[config.mk]
export PLATFORM = sky130hd
export DESIGN_NAME = spi_to_uart_bridge
export DESIGN_NICKNAME = d
export VERILOG_FILES = /design/src/rtl/bridge_pkg.sv /design/src/rtl/uart_tx.sv /design/src/rtl/spi_to_uart_bridge.sv
export SDC_FILE = /design/constraint.sdc
export NUM_CORES = 1
export LEC_CHECK = 0
export CAP_MARGIN = 0
export CORE_ASPECT_RATIO = 2
export CORE_MARGIN = 3
export CORE_UTILIZATION = 56
export CTS_CLUSTER_SIZE = 30
export DETAILED_ROUTE_END_ITERATION = 8
export PLACE_DENSITY = 0.76
export SKIP_LAST_GASP = 1
export SLEW_MARGIN = 30
export SYNTH_ARGS = -nofsm -noshare
export SYNTH_HDL_FRONTEND = slang
export SYNTH_SLANG_ARGS = --single-unit
[constraint.sdc]
create_clock -name clk -period 2.8 [get_ports clk]
set_input_delay 0.42 -clock clk [delete_from_list [all_inputs] [get_ports clk]]
set_output_delay 0.42 -clock clk [all_outputs]
set_load 0.01 [all_outputs]
[src/rtl/bridge_pkg.sv]
// bridge_pkg: shared UART state encoding and
// 8N1 frame constants for the SPI-to-UART bridge.
package bridge_pkg;
  typedef enum logic [1:0] {
    TX_IDLE,
    TX_START,
    TX_DATA,
    TX_STOP
  } tx_state_t;

  localparam int DATA_BITS  = 8;
  localparam int STOP_BITS  = 1;
  localparam int SPI_BYTE_W = 8;
endpackage

[src/rtl/uart_tx.sv]
// uart_tx: 8N1 serializer with baud counter.
// Loads a byte through a valid/ready port.
module uart_tx
  import bridge_pkg::*;
#(
  parameter int CLK_PER_BAUD = 16
) (
  input  logic                 clk,
  input  logic                 rst_n,
  input  logic                 load_valid,
  input  logic [DATA_BITS-1:0] load_data,
  output logic                 load_ready,
  output logic                 tx,
  output logic                 tx_busy
);
  localparam int CW =
    (CLK_PER_BAUD > 1) ? $clog2(CLK_PER_BAUD) : 1;
  localparam int IW = $clog2(DATA_BITS);
  localparam logic [CW-1:0] BAUD_LAST =
    CW'(CLK_PER_BAUD - 1);
  localparam logic [IW-1:0] DATA_LAST =
    IW'(DATA_BITS - 1);
  localparam logic [IW-1:0] STOP_LAST =
    IW'(STOP_BITS - 1);

  tx_state_t            state, state_n;
  logic [CW-1:0]        cnt, cnt_n;
  logic [IW-1:0]        idx, idx_n;
  logic [DATA_BITS-1:0] shift, shift_n;
  logic                 baud_done;

  assign baud_done = (cnt == BAUD_LAST);

  // state, baud counter, bit index and data register
  always_ff @(posedge clk or negedge rst_n) begin
    if (!rst_n) begin
      state <= TX_IDLE;
      cnt   <= '0;
      idx   <= '0;
      shift <= '0;
    end else begin
      state <= state_n;
      cnt   <= cnt_n;
      idx   <= idx_n;
      shift <= shift_n;
    end
  end

  // next state, counter reloads and line level
  always_comb begin
    state_n    = state;
    cnt_n      = cnt + CW'(1);
    idx_n      = idx;
    shift_n    = shift;
    load_ready = 1'b0;
    tx         = 1'b1;
    tx_busy    = 1'b1;
    unique case (state)
      TX_IDLE: begin
        cnt_n      = '0;
        tx_busy    = 1'b0;
        load_ready = 1'b1;
        if (load_valid) begin
          shift_n = load_data;
          idx_n   = '0;
          state_n = TX_START;
        end
      end
      TX_START: begin
        tx = 1'b0;
        if (baud_done) begin
          cnt_n   = '0;
          state_n = TX_DATA;
        end
      end
      TX_DATA: begin
        tx = shift[idx];
        if (baud_done) begin
          cnt_n = '0;
          if (idx == DATA_LAST) begin
            idx_n   = '0;
            state_n = TX_STOP;
          end else begin
            idx_n = idx + IW'(1);
          end
        end
      end
      TX_STOP: begin
        if (baud_done) begin
          cnt_n = '0;
          if (idx == STOP_LAST) begin
            idx_n   = '0;
            state_n = TX_IDLE;
          end else begin
            idx_n = idx + IW'(1);
          end
        end
      end
      default: state_n = TX_IDLE;
    endcase
  end
endmodule

[src/rtl/spi_to_uart_bridge.sv]
// spi_to_uart_bridge: SPI mode-0 write slave feeding
// a byte FIFO that drains onto an 8N1 UART TX line.
module spi_to_uart_bridge
  import bridge_pkg::*;
#(
  parameter int CLK_FREQ     = 100_000_000,
  parameter int BAUD_RATE    = 9600,
  parameter int CLK_PER_BAUD = CLK_FREQ / BAUD_RATE,
  parameter int FIFO_DEPTH   = 16,
  parameter int ADDR_W       = $clog2(FIFO_DEPTH)
) (
  input  logic            clk,
  input  logic            rst_n,
  input  logic            spi_sclk,
  input  logic            spi_cs_n,
  input  logic            spi_mosi,
  output logic            tx,
  output logic            tx_busy,
  output logic            byte_rx,
  output logic            overflow,
  output logic [ADDR_W:0] fifo_level
);
  localparam int BW = $clog2(SPI_BYTE_W);

  logic [1:0]            sclk_s, cs_s, mosi_s;
  logic                  sclk_d;
  logic                  sclk_rise;
  logic [SPI_BYTE_W-1:0] shift_reg;
  logic [BW-1:0]         bit_cnt;
  logic [SPI_BYTE_W-1:0] mem [FIFO_DEPTH];
  logic [ADDR_W-1:0]     wr_ptr, rd_ptr;
  logic                  full, push_ok, pop;
  logic                  load_valid, load_ready;
  logic [SPI_BYTE_W-1:0] load_data;

  // 2-FF synchronizers plus sclk history bit
  always_ff @(posedge clk or negedge rst_n) begin
    if (!rst_n) begin
      sclk_s <= 2'b00;
      cs_s   <= 2'b11;
      mosi_s <= 2'b00;
      sclk_d <= 1'b0;
    end else begin
      sclk_s <= {sclk_s[0], spi_sclk};
      cs_s   <= {cs_s[0], spi_cs_n};
      mosi_s <= {mosi_s[0], spi_mosi};
      sclk_d <= sclk_s[1];
    end
  end

  assign sclk_rise = sclk_s[1] & ~sclk_d;

  // MSB-first shifter; pulse byte_rx after 8th edge
  always_ff @(posedge clk or negedge rst_n) begin
    if (!rst_n) begin
      shift_reg <= '0;
      bit_cnt   <= '0;
      byte_rx   <= 1'b0;
    end else begin
      byte_rx <= 1'b0;
      if (cs_s[1]) begin
        bit_cnt <= '0;
      end else if (sclk_rise) begin
        shift_reg <= {shift_reg[SPI_BYTE_W-2:0], mosi_s[1]};
        bit_cnt   <= bit_cnt + BW'(1);
        byte_rx   <= (bit_cnt == BW'(SPI_BYTE_W - 1));
      end
    end
  end

  assign full       = (fifo_level == (ADDR_W+1)'(FIFO_DEPTH));
  assign load_valid = (fifo_level != '0);
  assign pop        = load_valid & load_ready;
  assign push_ok    = byte_rx & (~full | pop);
  assign overflow   = byte_rx & full & ~pop;
  assign load_data  = mem[rd_ptr];

  // FIFO storage
  always_ff @(posedge clk) begin
    if (push_ok) mem[wr_ptr] <= shift_reg;
  end

  // FIFO pointers and occupancy
  always_ff @(posedge clk or negedge rst_n) begin
    if (!rst_n) begin
      wr_ptr     <= '0;
      rd_ptr     <= '0;
      fifo_level <= '0;
    end else begin
      if (push_ok) wr_ptr <= wr_ptr + ADDR_W'(1);
      if (pop)     rd_ptr <= rd_ptr + ADDR_W'(1);
      if (push_ok && !pop)
        fifo_level <= fifo_level + (ADDR_W+1)'(1);
      else if (!push_ok && pop)
        fifo_level <= fifo_level - (ADDR_W+1)'(1);
    end
  end

  uart_tx #(
    .CLK_PER_BAUD(CLK_PER_BAUD)
  ) u_tx (
    .clk       (clk),
    .rst_n     (rst_n),
    .load_valid(load_valid),
    .load_data (load_data),
    .load_ready(load_ready),
    .tx        (tx),
    .tx_busy   (tx_busy)
  );
endmodule

* Yosys cells after proc, flatten, opt, wreduce, memory -nomap -nowiden
Memories as Yosys holds them, arrays and structs flattened. A register that Yosys moved wholly into a read port is not among the register bits. Cells that the tools add are included.
Operators by class: bitwise operators 10, order comparisons 1, mux-type cells 28, eq/ne operators 13, $add $sub $neg 7, reduce and logical (&&, ||, !) cells 16
Operators with widths (count):
- $pmux 14 s2 | 1
- $mux 3 | 7
- $add 14x1->14 const B | 1
- $eq 14x14->1 const B | 1
- $mux 14 | 1
- $mux 2 | 6
- $mux 5 | 2
- $ne 2x1->1 const B | 5
- $pmux 3 s3 | 1
- $add 4x1->4 const B | 2
- $pmux 2 s4 | 1
- $mux 1 | 7
- $add 3x1->3 const B | 2
- $eq 3x3->1 const B | 2
- $reduce_and 6->1 | 1
- $add 5x1->5 const B | 1
- $and 1x1->1 | 5
- $eq 5x5->1 const B | 1
- $reduce_bool 5->1 | 1
- $sub 5x1->5 const B | 1
- $eq 2x2->1 const B | 2
- $lt 3x4->1 const B | 1
- $not 1->1 | 4
- $reduce_and 2->1 | 2
- other kinds (13) | 17
Storage, ports and cells: bits in writable memories 128, register bits after elaboration 51, logic and storage cells 89, input port bits 5, memories kept 1
Memories:
- mem | depth 16, bits a word 8, read ports 1, clocked after memory_dff 1, wr ports 1, line spi_to_uart_bridge.sv:30 | logic [SPI_BYTE_W-1:0] mem [FIFO_DEPTH];

* Depth between registers and ports, before layout
depth in word-level cells 9, gate-level depth with buffers 13

* Hierarchy
Synthesis repeated with hierarchy kept, for this count alone.
Unflattened totals: cells, all modules 506, area, all modules 7905.1 sq um
Modules (own cells, without submodules):
- spi_to_uart_bridge | area an instance 6463.7 sq um, times used 1, cells an instance 375
- uart_tx | area an instance 1441.4 sq um, times used 1, cells an instance 131

* Worst setup path before layout
No wires, ideal clock.
path type register to register, start point reg fifo_level[1], end point reg fifo_level[4], cell stages (with the launch flop) 11, slack 77 ps, setup time 80 ps, data required time 2720 ps, data arrival time 2643 ps, path through dfrtp_1 > or4_4 > o21ai_4 > inv_4 > ha_1 > inv_1 > ha_1 > a21o_1 > a21oi_1 > mux2i_1 > xnor2_1
Between the ends: longest elaborated chain between the ends 7, elaborated cells between the ends (all ways) 15
Ends and longest elaborated chain:
- start: declaration | line spi_to_uart_bridge.sv:21 | output logic [ADDR_W:0] fifo_level
- start signal: assignment | line spi_to_uart_bridge.sv:93 | fifo_level <= fifo_level + (ADDR_W+1)'(1);
- start signal: assignment | line spi_to_uart_bridge.sv:95 | fifo_level <= fifo_level - (ADDR_W+1)'(1);
- $reduce_bool 5->1 / $eq 5x5->1 (equally long branches) | line spi_to_uart_bridge.sv:72, spi_to_uart_bridge.sv:71
- $and 1x1->1 / $not 1->1 (equally long branches) | line spi_to_uart_bridge.sv:73, spi_to_uart_bridge.sv:74
- $or 1x1->1 (*) | line spi_to_uart_bridge.sv:74 | assign push_ok = byte_rx & (~full | pop);
- $and 1x1->1 (*) | line spi_to_uart_bridge.sv:74
- net push_ok | line spi_to_uart_bridge.sv:32 | logic full, push_ok, pop;
- $logic_not 1->1 | line spi_to_uart_bridge.sv:94 | else if (!push_ok && pop)
- $logic_and 1x1->1 | line spi_to_uart_bridge.sv:94
- $reduce_bool 2->1 (no line)
Mark *: on every way through the listed nets, which the timed path passes. The rest lies on a longest branch. The select of a mux whose other input is x is not followed. A chain may end at the register's enable or synchronous reset.

* Final worst setup path
Same ends and word-level chain as after synthesis.

==> flow_metrics.py <==
metrics = {
    "power": {
        "p_leak_nw": 3.27,
        "ir_drop_mv": 0.486,
        "power.density_nw_per_um2": 955,
    },
    "sta": {
        "fmax_ghz": 0.382,
        "finalSetupViolations": 0,
        "finalHoldViolCount": 0,
        "fin_crit_ps": 2620,
        "rsz0062_at_grt": "no",
        "fin_skew_ps": 11.1,
        "final_max_slew_viol_count": 0,
        "worst_slew_pin_slew_ps": 662,
        "fin_setup_tns_ps": 0,
        "slew_headroom_pct": 55.8,
        "finalCritPeriodShare_pct": 93.5,
    },
    "routing": {
        "vias": 3993,
        "final_antenna_net_count": 0,
        "viasPerCell": 6.05,
        "routedWlPerCell_um": 22.1,
        "drt_iter0_markers": 272,
        "drc": 0,
        "drt_pass1_iterations": 5,
        "wirelength_mm": 14.6,
    },
    "grt": {
        "antenna_found_initial": 0,
        "grt_pass1_vias": 4320,
        "grt_overflow": 0,
        "grt_pass1_wl_mm": 23.1,
        "grt_usage_pct": 20.8,
        "grt_max_degree": 37,
    },
    "floorplan": {
        "rows": 60,
        "core_area_um2": 13500,
        "die_y_um": 173,
        "pin_count": 14,
        "die_x_um": 89.4,
        "initial_core_util_pct": 57.6,
        "fp.dieArea_um2": 15400,
    },
    "layout": {
        "nets": 518,
        "top_regs": "mem: 128 flops, u_tx.cnt: 14 flops",
        "nFillCells": 915,
        "final_area_um2": 8780,
        "n_antenna_cell": 0,
        "multiInputGateArea_um2": 2320,
        "largest_reg_flops": 128,
        "seq_area_um2": 5320,
        "regMostFlops": "mem",
        "syn_to_final_growth_pct": 12.7,
        "drive_gt1_share_pct": 21.6,
    },
    "placed_design": {
        "dpl_cell_area_um2": 8180,
        "gp_congestion": 0.793,
        "dp_hpwl_mm": 10.2,
        "io_buffers": 13,
    },
    "synth": {
        "ys_seq_area_share_pct": 68.3,
        "synthFlopType": "edfxtp_1",
        "synth_xor_area_share_pct": 2.25,
        "synth_compound_area_share_pct": 2.73,
        "synth_nets": 484,
        "async_flop_share_pct": 31.6,
        "synth_mux_area_share_pct": 14.5,
        "synth.distinct_cells": 43,
        "syn_area_um2": 7790,
        "synth_cells": 458,
        "synth_edf_count": 128,
        "yosys.area_share.simple_pct": 6.68,
        "avgSynthCellArea_um2": 17.0,
        "ys_seq_elements": 187,
        "yosysWarnings": 0,
        "synth_top_family_by_area": "multiplexers",
        "yosys.area_share.adder_pct": 3.47,
    },
    "worst_setup_path": {
        "crit_type": "reg2reg",
        "crit_required_ps": 3150,
        "critPathCaptureType": "flop",
        "worstPathArrival_ps": 2960,
        "start_kind": "flop",
        "crit_fanout": 5,
    },
    "flow_run": {
        "cap_violations": 0,
    },
    "clocking": {
        "insertion_delay_ps": 420,
        "cts_made_buffers": 17,
        "post_cts.repair.setup_buffers": 0,
        "clockBufferDepth": 2,
        "root_buffer": "clkbuf_16",
        "clock-sinks": 187,
        "htreeDepth": 4,
        "clk_pin_slew_ps": 70,
        "cts_tree": "done",
    },
    "status": {
        "status": "complete, no violations",
    },
    "min_path": {
        "min_path_type": "reg2reg",
    },
}
==> timing repair <==
action                                  CTS  global route
hold buffers                              1             0
endpoints found under the setup margin    0             1
hold endpoints to repair                 21             0
gates resized for setup                   0             2
==> synthesized netlist by cell type, drive strengths merged (9+ instances only) <==
cell,n,area share (%)
clkbuf,9,0.43
xnor2,15,1.7
mux4,34,9.8
mux2,12,1.7
inv,18,0.90
dfrtp,57,18
mux2i,23,3.0
nor2,25,1.2
ha,20,3.2
edfxtp,128,49
nand2,24,1.2
and2,12,0.96
buf,9,0.67
==> area by class of cell <==
class / instances / share of cell area, %
Tap cell: 155 / 2.21
Inverter: 18 / 0.798
Clock buffer: 23 / 5.83
Timing Repair Buffer: 33 / 3.31
Multi-Input combinational cell: 235 / 26.4
Clock inverter: 9 / 0.813
Sequential cell: 187 / 60.7
==> cell usage in the layout, fill, tap and decap left out, drive strengths merged, types with 15 or more instances in the layout <==
master	synthesis	routed
inv	18	25
xnor2	15	15
edfxtp	128	128
nand2	24	24
mux2i	23	23
buf	9	20
clkbuf	9	23
nor2	25	25
ha	20	20
mux4	34	34
dfrtp	57	57
==> routing by layer <==
metal	up-vias	wire (um)	share of wire, %	GRT usage, %
met4	0	490	3.4	11.0
met2	85	8660	59	37.5
li1	1820	-	-	-
met5	-	0	0	0
met3	22	506	3.5	3.43
met1	2066	4950	34	22.0
==> path summary, 6_finish.rpt <==
kind / startpoint / end / slack [ps] / cells past startpoint
max in group asynchronous: rst_n / rd_ptr[2] / 1380 / 3
setup / recovery: fifo_level[1] / fifo_level[4] / 180 / 10
hold / removal: sclk_s[0] / sclk_s[1] / 350 / 0
hold reg to reg: sclk_s[0] / sclk_s[1] / 350 / 0
setup reg to reg: fifo_level[1] / fifo_level[4] / 180 / 10
min in group asynchronous: rst_n / bit_cnt[1] / 520 / 2
==> through the flow <==
step	power [mW]	hold slack [ps]	cells	worst slack, ps	util [%]
after floorplan	5.37	124	458	77.1	-
after global placement	6.06	333	627	177	60.5
after detailed placement	6.16	335	627	103	60.5
after CTS	8.47	351	660	64.8	64.9
after global routing	8.82	361	660	31.6	65.0
final	8.38	349	660	182	65.0
==> critical path, cell delays in order (launching register included) <==
cell	delay (ps)
dfrtp_1	390
or4_4	570
o21ai_4	200
inv_4	40
ha_1	210
inv_2	110
ha_1	280
a21o_1	190
a21oi_1	170
mux2i_1	230
xnor2_1	140
==> where the power goes <==
part	switching, mW	total, mW	leakage, nW	internal [mW]
Combinational	1.10	2.23	1.07	1.13
Clock	0.999	2.31	0.294	1.31
Sequential	0.421	3.84	1.91	3.42
==> cell families (layout without fill, tap and decap cells) <==
group           Yosys count  after routing
compound gates           27             27
buf+inv                  36             83
xor+xnor                 20             20
mux                      69             69
simple gates             98             98
fa+ha+maj                21             21
flops                   187            187
Note: power is estimated with default switching activity, not from simulation.
